==> src/rtl/tinyalu_core_if.sv <==
// tinyalu_core_if: operand/start/done bus between the TinyALU initiator (BFM)
// and the ALU responder.
//   A, B    : 8-bit unsigned operands
//   op      : 3-bit opcode (000 no_op, 001 add, 010 and, 011 xor, 100 mul)
//   start   : request, held high by the initiator until done is seen
//   done    : one-cycle completion pulse from the responder
//   result  : 16-bit result, valid while done=1
// Modports: master = initiator side, slave = ALU side.
interface tinyalu_core_if;
  logic [7:0]  A;
  logic [7:0]  B;
  logic [2:0]  op;
  logic        start;
  logic        done;
  logic [15:0] result;

  modport master (
    output A, B, op, start,
    input  done, result
  );

  modport slave (
    input  A, B, op, start,
    output done, result
  );
endinterface

==> src/rtl/tinyalu_core.sv <==
// tinyalu_core: TinyALU datapath, responder end of the operand/start/done
// handshake. add/and/xor complete at the capture edge; mul completes
// MUL_LATENCY posedges after capture (capture edge counted as 1).
// Ports:
//   clk      : clock, all state updates on posedge
//   reset_n  : asynchronous active-low reset
//   bus      : tinyalu_core_if.slave (A, B, op, start in; done, result out)
// Parameters:
//   MUL_LATENCY : 1..8, edges from capture to done for mul
module tinyalu_core #(
  parameter int MUL_LATENCY = 3
) (
  input  logic           clk,
  input  logic           reset_n,
  tinyalu_core_if.slave  bus
);

  localparam logic [1:0] ST_IDLE         = 2'd0;
  localparam logic [1:0] ST_MUL_BUSY     = 2'd1;
  localparam logic [1:0] ST_WAIT_RELEASE = 2'd2;

  localparam logic [2:0] OP_ADD = 3'b001;
  localparam logic [2:0] OP_AND = 3'b010;
  localparam logic [2:0] OP_XOR = 3'b011;
  localparam logic [2:0] OP_MUL = 3'b100;

  localparam logic [3:0] CNT_LOAD = 4'(MUL_LATENCY - 1);

  logic [1:0]  state_q, state_d;
  logic [3:0]  cnt_q, cnt_d;
  logic [7:0]  a_q, a_d;
  logic [7:0]  b_q, b_d;
  logic        done_q, done_d;
  logic [15:0] result_q, result_d;

  always_comb begin
    state_d  = state_q;
    cnt_d    = cnt_q;
    a_d      = a_q;
    b_d      = b_q;
    done_d   = 1'b0;
    result_d = result_q;

    case (state_q)
      ST_IDLE: begin
        if (bus.start) begin
          case (bus.op)
            OP_ADD: begin
              result_d = {7'b0, ({1'b0, bus.A} + {1'b0, bus.B})};
              done_d   = 1'b1;
              state_d  = ST_WAIT_RELEASE;
            end
            OP_AND: begin
              result_d = {8'b0, (bus.A & bus.B)};
              done_d   = 1'b1;
              state_d  = ST_WAIT_RELEASE;
            end
            OP_XOR: begin
              result_d = {8'b0, (bus.A ^ bus.B)};
              done_d   = 1'b1;
              state_d  = ST_WAIT_RELEASE;
            end
            OP_MUL: begin
              a_d   = bus.A;
              b_d   = bus.B;
              cnt_d = CNT_LOAD;
              if (MUL_LATENCY == 1) begin
                // Degenerate case: product is produced at the capture edge.
                result_d = 16'(bus.A) * 16'(bus.B);
                done_d   = 1'b1;
                state_d  = ST_WAIT_RELEASE;
              end else begin
                state_d = ST_MUL_BUSY;
              end
            end
            default: begin
              // no_op and unused opcodes are silently ignored.
            end
          endcase
        end
      end

      ST_MUL_BUSY: begin
        // Bus inputs are ignored here; only the latched operands matter,
        // and the op completes even if start drops.
        cnt_d = cnt_q - 4'd1;
        if (cnt_q == 4'd1) begin
          result_d = 16'(a_q) * 16'(b_q);
          done_d   = 1'b1;
          state_d  = ST_WAIT_RELEASE;
        end
      end

      ST_WAIT_RELEASE: begin
        // The edge that sees start low returns to IDLE without capturing.
        if (!bus.start) begin
          state_d = ST_IDLE;
        end
      end

      default: begin
        state_d = ST_IDLE;
      end
    endcase
  end

  always_ff @(posedge clk or negedge reset_n) begin
    if (!reset_n) begin
      state_q  <= ST_IDLE;
      cnt_q    <= 4'd0;
      a_q      <= 8'd0;
      b_q      <= 8'd0;
      done_q   <= 1'b0;
      result_q <= 16'h0000;
    end else begin
      state_q  <= state_d;
      cnt_q    <= cnt_d;
      a_q      <= a_d;
      b_q      <= b_d;
      done_q   <= done_d;
      result_q <= result_d;
    end
  end

  assign bus.done   = done_q;
  assign bus.result = result_q;

endmodule

==> src/flat_wrapper.sv <==
// flat-port wrapper written by rule: the top's interface ports become plain ports
module tinyalu_core_flat 
#(
  parameter int MUL_LATENCY = 3
)
  (clk, reset_n, bus_A, bus_B, bus_op, bus_start, bus_done, bus_result);
  tinyalu_core_if bus_i ();
  input  logic clk;
  input  logic reset_n;
  input wire logic [$bits(bus_i.A)-1:0] bus_A;
  input wire logic [$bits(bus_i.B)-1:0] bus_B;
  input wire logic [$bits(bus_i.op)-1:0] bus_op;
  input wire logic [$bits(bus_i.start)-1:0] bus_start;
  output wire logic [$bits(bus_i.done)-1:0] bus_done;
  output wire logic [$bits(bus_i.result)-1:0] bus_result;
  assign bus_i.A = bus_A;
  assign bus_i.B = bus_B;
  assign bus_i.op = bus_op;
  assign bus_i.start = bus_start;
  assign bus_done = bus_i.done;
  assign bus_result = bus_i.result;
  tinyalu_core #(.MUL_LATENCY(MUL_LATENCY)) u_core (.clk(clk), .reset_n(reset_n), .bus(bus_i));
endmodule
==> config.mk <==
export PLATFORM = sky130hd
export DESIGN_NAME = tinyalu_core_flat
export DESIGN_NICKNAME = d
export VERILOG_FILES = /design/src/rtl/tinyalu_core_if.sv /design/src/rtl/tinyalu_core.sv /design/src/flat_wrapper.sv
export SDC_FILE = /design/constraint.sdc
export NUM_CORES = 1
export LEC_CHECK = 0
export ABC_CLOCK_PERIOD_IN_PS = 10800
export BUFFER_PORTS_ARGS = -buffer_cell sky130_fd_sc_hd__buf_2
export CAP_MARGIN = 20
export CORE_MARGIN = 1
export CORE_UTILIZATION = 60
export CTS_BUF_LIST = sky130_fd_sc_hd__clkbuf_2 sky130_fd_sc_hd__clkbuf_4 sky130_fd_sc_hd__clkbuf_8
export CTS_CLUSTER_DIAMETER = 60
export CTS_CLUSTER_SIZE = 10
export DETAILED_ROUTE_END_ITERATION = 8
export PLACE_DENSITY_LB_ADDON = 0.3
export SYNTH_ARGS = -nofsm -noshare
export SYNTH_HDL_FRONTEND = slang
export SYNTH_SLANG_ARGS = --single-unit
==> constraint.sdc <==
create_clock -name clk -period 10.8 [get_ports clk]
set_input_delay 1.08 -clock clk [delete_from_list [all_inputs] [get_ports clk]]
set_output_delay 1.08 -clock clk [all_outputs]
set_load 0.01 [all_outputs]
* Word-level counts from Yosys, hierarchy flattened *
Cells that the tools add are included.

cells by class
  add/sub/neg operators = 2
  $mul = 1
  equality and inequality tests = 13
  mux-type cells = 16
  bitwise logic cells = 2
  reduce and logical (&&, ||, !) cells = 7

operators with widths
  kind                                                  number
  case mux 16 bit (3 select lines)                      1
  2-to-1 mux 16 bit                                     2
  case mux 16 bit (2 select lines)                      1
  multiplier 8 x 8 -> 16 bit                            1
  adder 8 x 8 -> 9 bit                                  1
  bitwise AND 8 bit                                     1
  2-to-1 mux 4 bit                                      2
  case mux 4 bit (2 select lines)                       1
  AND reduction 4 bit                                   2
  bitwise XOR 8 bit                                     1
  equality test 3 x 2 -> 1 bit (second input constant)  2
  2-to-1 mux 2 bit                                      3
  != test 2 bit (second input constant)                 3
  case mux 2 bit (3 select lines)                       1
  AND reduction 3 bit                                   2
  equality test 4 x 1 -> 1 bit (second input constant)  1
  != test 4 bit (second input constant)                 1
  case mux 2 bit (2 select lines)                       1
  subtractor 4 x 1 -> 4 bit (second input constant)     1
  equality test 3 x 1 -> 1 bit (second input constant)  1
  equality test 3 bit (second input constant)           1
  2-to-1 mux 1 bit                                      3
  != test 3 bit (second input constant)                 1
  OR reduction 3 bit                                    1
  6 further kinds                                       6

word-level totals
  register bits after elaboration = 39
  output and inout bits = 17
  word-level logic and storage cells = 47

* Longest topological paths before layout *
  depth in word-level cells = 5
  depth in mapped cells = 15

* Least setup slack after synthesis *
No wires, ideal clock.

  path type = register to register
  start point = register u_core.a_q[1]
  end point = register u_core.result_q[13] (netlist: u_core.bus.result[13])
  setup time = 0.124 ns
  arrival time = 4.032 ns
  data required time = 10.676 ns
  path slack = 6.644 ns
  cell stages (with the launch flop) = 14
  path buffers = 0
  period minus slack after synthesis = 4.156 ns
  cells stage by stage = dfrtp_1 -> and2_1 -> fa_1 -> fa_1 -> fa_1 -> inv_1 -> fa_1 -> inv_1 -> ha_1 -> a21o_1 -> or3_1 -> o211ai_1 -> a211o_1 -> nand3_1

on the way
  longest elaborated chain between the ends = 3

RTL lines
  item                              line                 text
  from (decl)                       tinyalu_core.sv:31   logic [7:0] a_q, a_d;
  from (signal assigned)            tinyalu_core.sv:111  a_q <= 8'd0;
  from (signal assigned)            tinyalu_core.sv:118  a_q <= a_d;
  multiplier 8 x 8 -> 16 bit        tinyalu_core.sv:88   result_d = 16'(a_q) * 16'(b_q);
  2-to-1 mux 16 bit                 tinyalu_core.sv:87   if (cnt_q == 4'd1) begin
  case mux 16 bit (2 select lines)  tinyalu_core.sv:44   case (state_q)
  to (signal assigned)              tinyalu_core.sv:121  result_q <= result_d;
  to (decl)                         tinyalu_core.sv:34   logic [15:0] result_q, result_d;

Every way passes these cells. The select of a mux whose other input is x is not followed.
A chain may end at the register's enable or synchronous reset.

* Worst setup path after layout *
  start point = register u_core.b_q[7]
  end point = register u_core.result_q[13] (netlist: u_core.bus.result[13])

on the way
  longest elaborated chain between the ends = 3

RTL lines
  item                              line                 text
  from (decl)                       tinyalu_core.sv:32   logic [7:0] b_q, b_d;
  from (signal assigned)            tinyalu_core.sv:112  b_q <= 8'd0;
  from (signal assigned)            tinyalu_core.sv:119  b_q <= b_d;
  multiplier 8 x 8 -> 16 bit        tinyalu_core.sv:88
  2-to-1 mux 16 bit                 tinyalu_core.sv:87
  case mux 16 bit (2 select lines)  tinyalu_core.sv:44

Every way passes these cells. The select of a mux whose other input is x is not followed.

==> reports/qor.yml <==
timing:
  worstMarginPinSlew_ns: 1.03
  maxSlewViolCount: 0
  skew_ns: 0.00214
  fin_crit_sh_pct: 42.0
  fmax_mhz: 221
  tns_ns: 0
  rsz0062_at_grt: "false"
  fin_crit_ns: 4.53
  final-setup-viol-count: 0
  finalHoldViolCount: 0
  slew_headroom_pct: 31.1
critical_path:
  crit_fanout: 9
  end_kind: "flop"
  worstPathArrival_ns: 4.72
  required_ns: 10.99
  reg2reg_depth: 13
  critPathLaunchType: "flop"
  crit_type: "flop to flop"
finish:
  design_area_mm2: 0.00459
  layout-drive-gt1-share_pct: 14.1
  area_delta_synth_final_pct: 8.22
  postLayoutCoreUtil_pct: 67.3
  n_antenna_cell: 0
  final_nets: 593
yosys:
  synthFlopType: "dfrtp_1"
  async_flop_share_pct: 100
  synth_seq_cells: 39
  syn_inst: 452
  synth-simple-area-share_pct: 19.7
  synth_cell_types: 60
  synth_compound_area_share_pct: 13.2
  synth_adder_area_share_pct: 31.0
  synthesis.nets: 557
  netlist_area_mm2: 0.00425
  synth-edff-count: 0
  synth_area_per_cell_um2: 9.39
  synth_top_family_by_area: "adder cells"
  synth.area.mux_share_pct: 4.92
  yosys_warnings: 0
  yosys.area_share.xor_xnor_pct: 1.44
  ys_seq_area_share_pct: 23.0
outcome:
  status: "finished clean"
floorplanning:
  initial_utilization_pct: 62.1
  die_w_um: 86.1
  fp.coreArea_mm2: 0.00683
  die_h_um: 86.1
  ios: 39
  rows: 30
  die_area_mm2: 0.00742
global_route:
  grt_max_degree: 40
  grt_pass1_wl_um: 16500
  antenna_found_initial: 0
  grt_usage_pct: 28.9
  grt_pass1_vias: 3353
  gr-total-overflow: 0
clock_network:
  post_cts_resized: 0
  post_cts_buffers: 0
  cts_tree: "yes"
  insertion_delay_ns: 0.30
  cts-root-buf: "clkbuf_8"
  numCtsBuffers: 5
  clkTransAtPathRegs_ns: 0.08
  ctsHoldBuffers: 0
  cts_htree_levels: 2
  cts.sinks: 39
  clockBufferDepth: 2
drt:
  vias: 3391
  via_per_inst: 5.80
  first_pass_iters: 5
  antenna_left: 0
  initialDrtViolationCount: 200
  wire_per_inst_um: 16.8
  drc: 0
  drt_wl_total_um: 9840
place:
  port_buffers: 38
  dpl.hpwl_um: 7900
  routabilityCongestion: 0.941
  place_area_mm2: 0.00449
run:
  cap_violations: 0
hold_path:
  hold_path_depth: 1
  worstHoldPathType: "flop to flop"
-- Yosys cell counts (3+ instances only) --
library cell,n,area [um^2]
a211oi_1,3,22.5
a21o_1,6,45.0
a21oi_1,15,75.1
a22oi_1,3,22.5
a31oi_1,4,25.0
and2_1,53,332
and3_1,3,18.8
buf_2,4,20.0
buf_4,3,22.5
dfrtp_1,39,976
fa_1,37,741
ha_1,46,576
inv_1,59,221
mux2_2,14,158
mux2i_1,4,40.0
nand2_1,34,128
nand2b_1,4,25.0
nand3_1,8,40.0
nand4_1,4,25.0
nor2_1,16,60.1
nor2b_1,4,25.0
nor3_1,5,25.0
nor3b_1,3,22.5
o211ai_1,4,30.0
o21ai_0,23,115
or3_1,4,25.0
xnor2_1,5,43.8
-- worst paths after layout --
path                                       startpoint                     to  slack (ns)
worst max-delay path                    u_core.b_q[7]  u_core.bus.result[13]        6.27
worst min-delay path            u_core.bus.result[10]  u_core.bus.result[10]        0.49
worst max register to register          u_core.b_q[7]  u_core.bus.result[13]        6.27
worst min register to register  u_core.bus.result[10]  u_core.bus.result[10]        0.49
max in group asynchronous                     reset_n   u_core.bus.result[0]        9.35
min in group asynchronous                     reset_n          u_core.b_q[2]        0.89
-- cell usage in the layout, fill, tap and decap left out, types with 6 or more instances in the layout --
cell      n
mux2_2   14
buf_2    38
fa_1     37
a21o_1    6
dfrtp_1  39
nand3_1   8
inv_1    59
nor2_1   16
nand2_1  34
ha_1     46
and2_1   53
a21oi_1  15
o21ai_0  23
-- worst max-delay path: stages (launching register included) --
cell      delay, ns
dfrtp_1        0.48
and2_1         0.20
fa_1           0.52
fa_1           0.52
fa_1           0.54
inv_1          0.06
fa_1           0.58
inv_1          0.06
ha_1           0.36
a21o_1         0.19
or3_1          0.33
o211ai_1       0.33
a211o_1        0.18
nand3_1        0.07
-- final cells by class --
type                       count  area (um^2)
multi-input combinational    343         2980
fill                         576         2240
sequential                    39          976
inverter                      60          225
timing repair buffer          39          201
tap                           96          120
clock buffer                   6         76.3
clock inverter                 2         12.5
-- state kept, by name, indices dropped and copies added (netlist names) --
| register | count |
|---|---|
| u_core.a_q | 8 |
| u_core.state_q | 2 |
| u_core.b_q | 8 |
| u_core.cnt_q | 4 |
| u_core.bus.result | 16 |
| u_core.bus.done | 1 |
-- metrics by stage --
| step | setup WS (ns) | instances | hold slack (ns) |
|---|---|---|---|
| after floorplan | 6.64 | 452 | 0.458 |
| after global placement | 6.43 | 576 | 0.461 |
| after detailed placement | 6.34 | 576 | 0.469 |
| after CTS | 6.30 | 584 | 0.498 |
| after global routing | 6.08 | 585 | 0.514 |
| final | 6.27 | 585 | 0.494 |
-- routing by layer --
metal | up-vias | GRT usage (%) | share of wire [%]
li1 | 1611 | - | -
met1 | 1661 | 41.4 | 47
met2 | 105 | 46.9 | 47
met3 | 14 | 3.56 | 4.3
met4 | 0 | 7.12 | 1.4
met5 | - | 0 | 0
-- cell families (layout without fill, tap and decap cells) --
logic type | after synthesis | in the layout
AOI/OAI and AO/OA | 84 | 84
and+or+nand+nor | 150 | 150
DFF | 39 | 39
xor gates and xnor gates | 7 | 7
muxes | 19 | 19
adders and majority gates | 83 | 83
buffers and inverters | 70 | 107
Power is left out: the tool's default activity adds up to more than one toggle a clock period on the data nets, which glitch-free logic cannot reach.
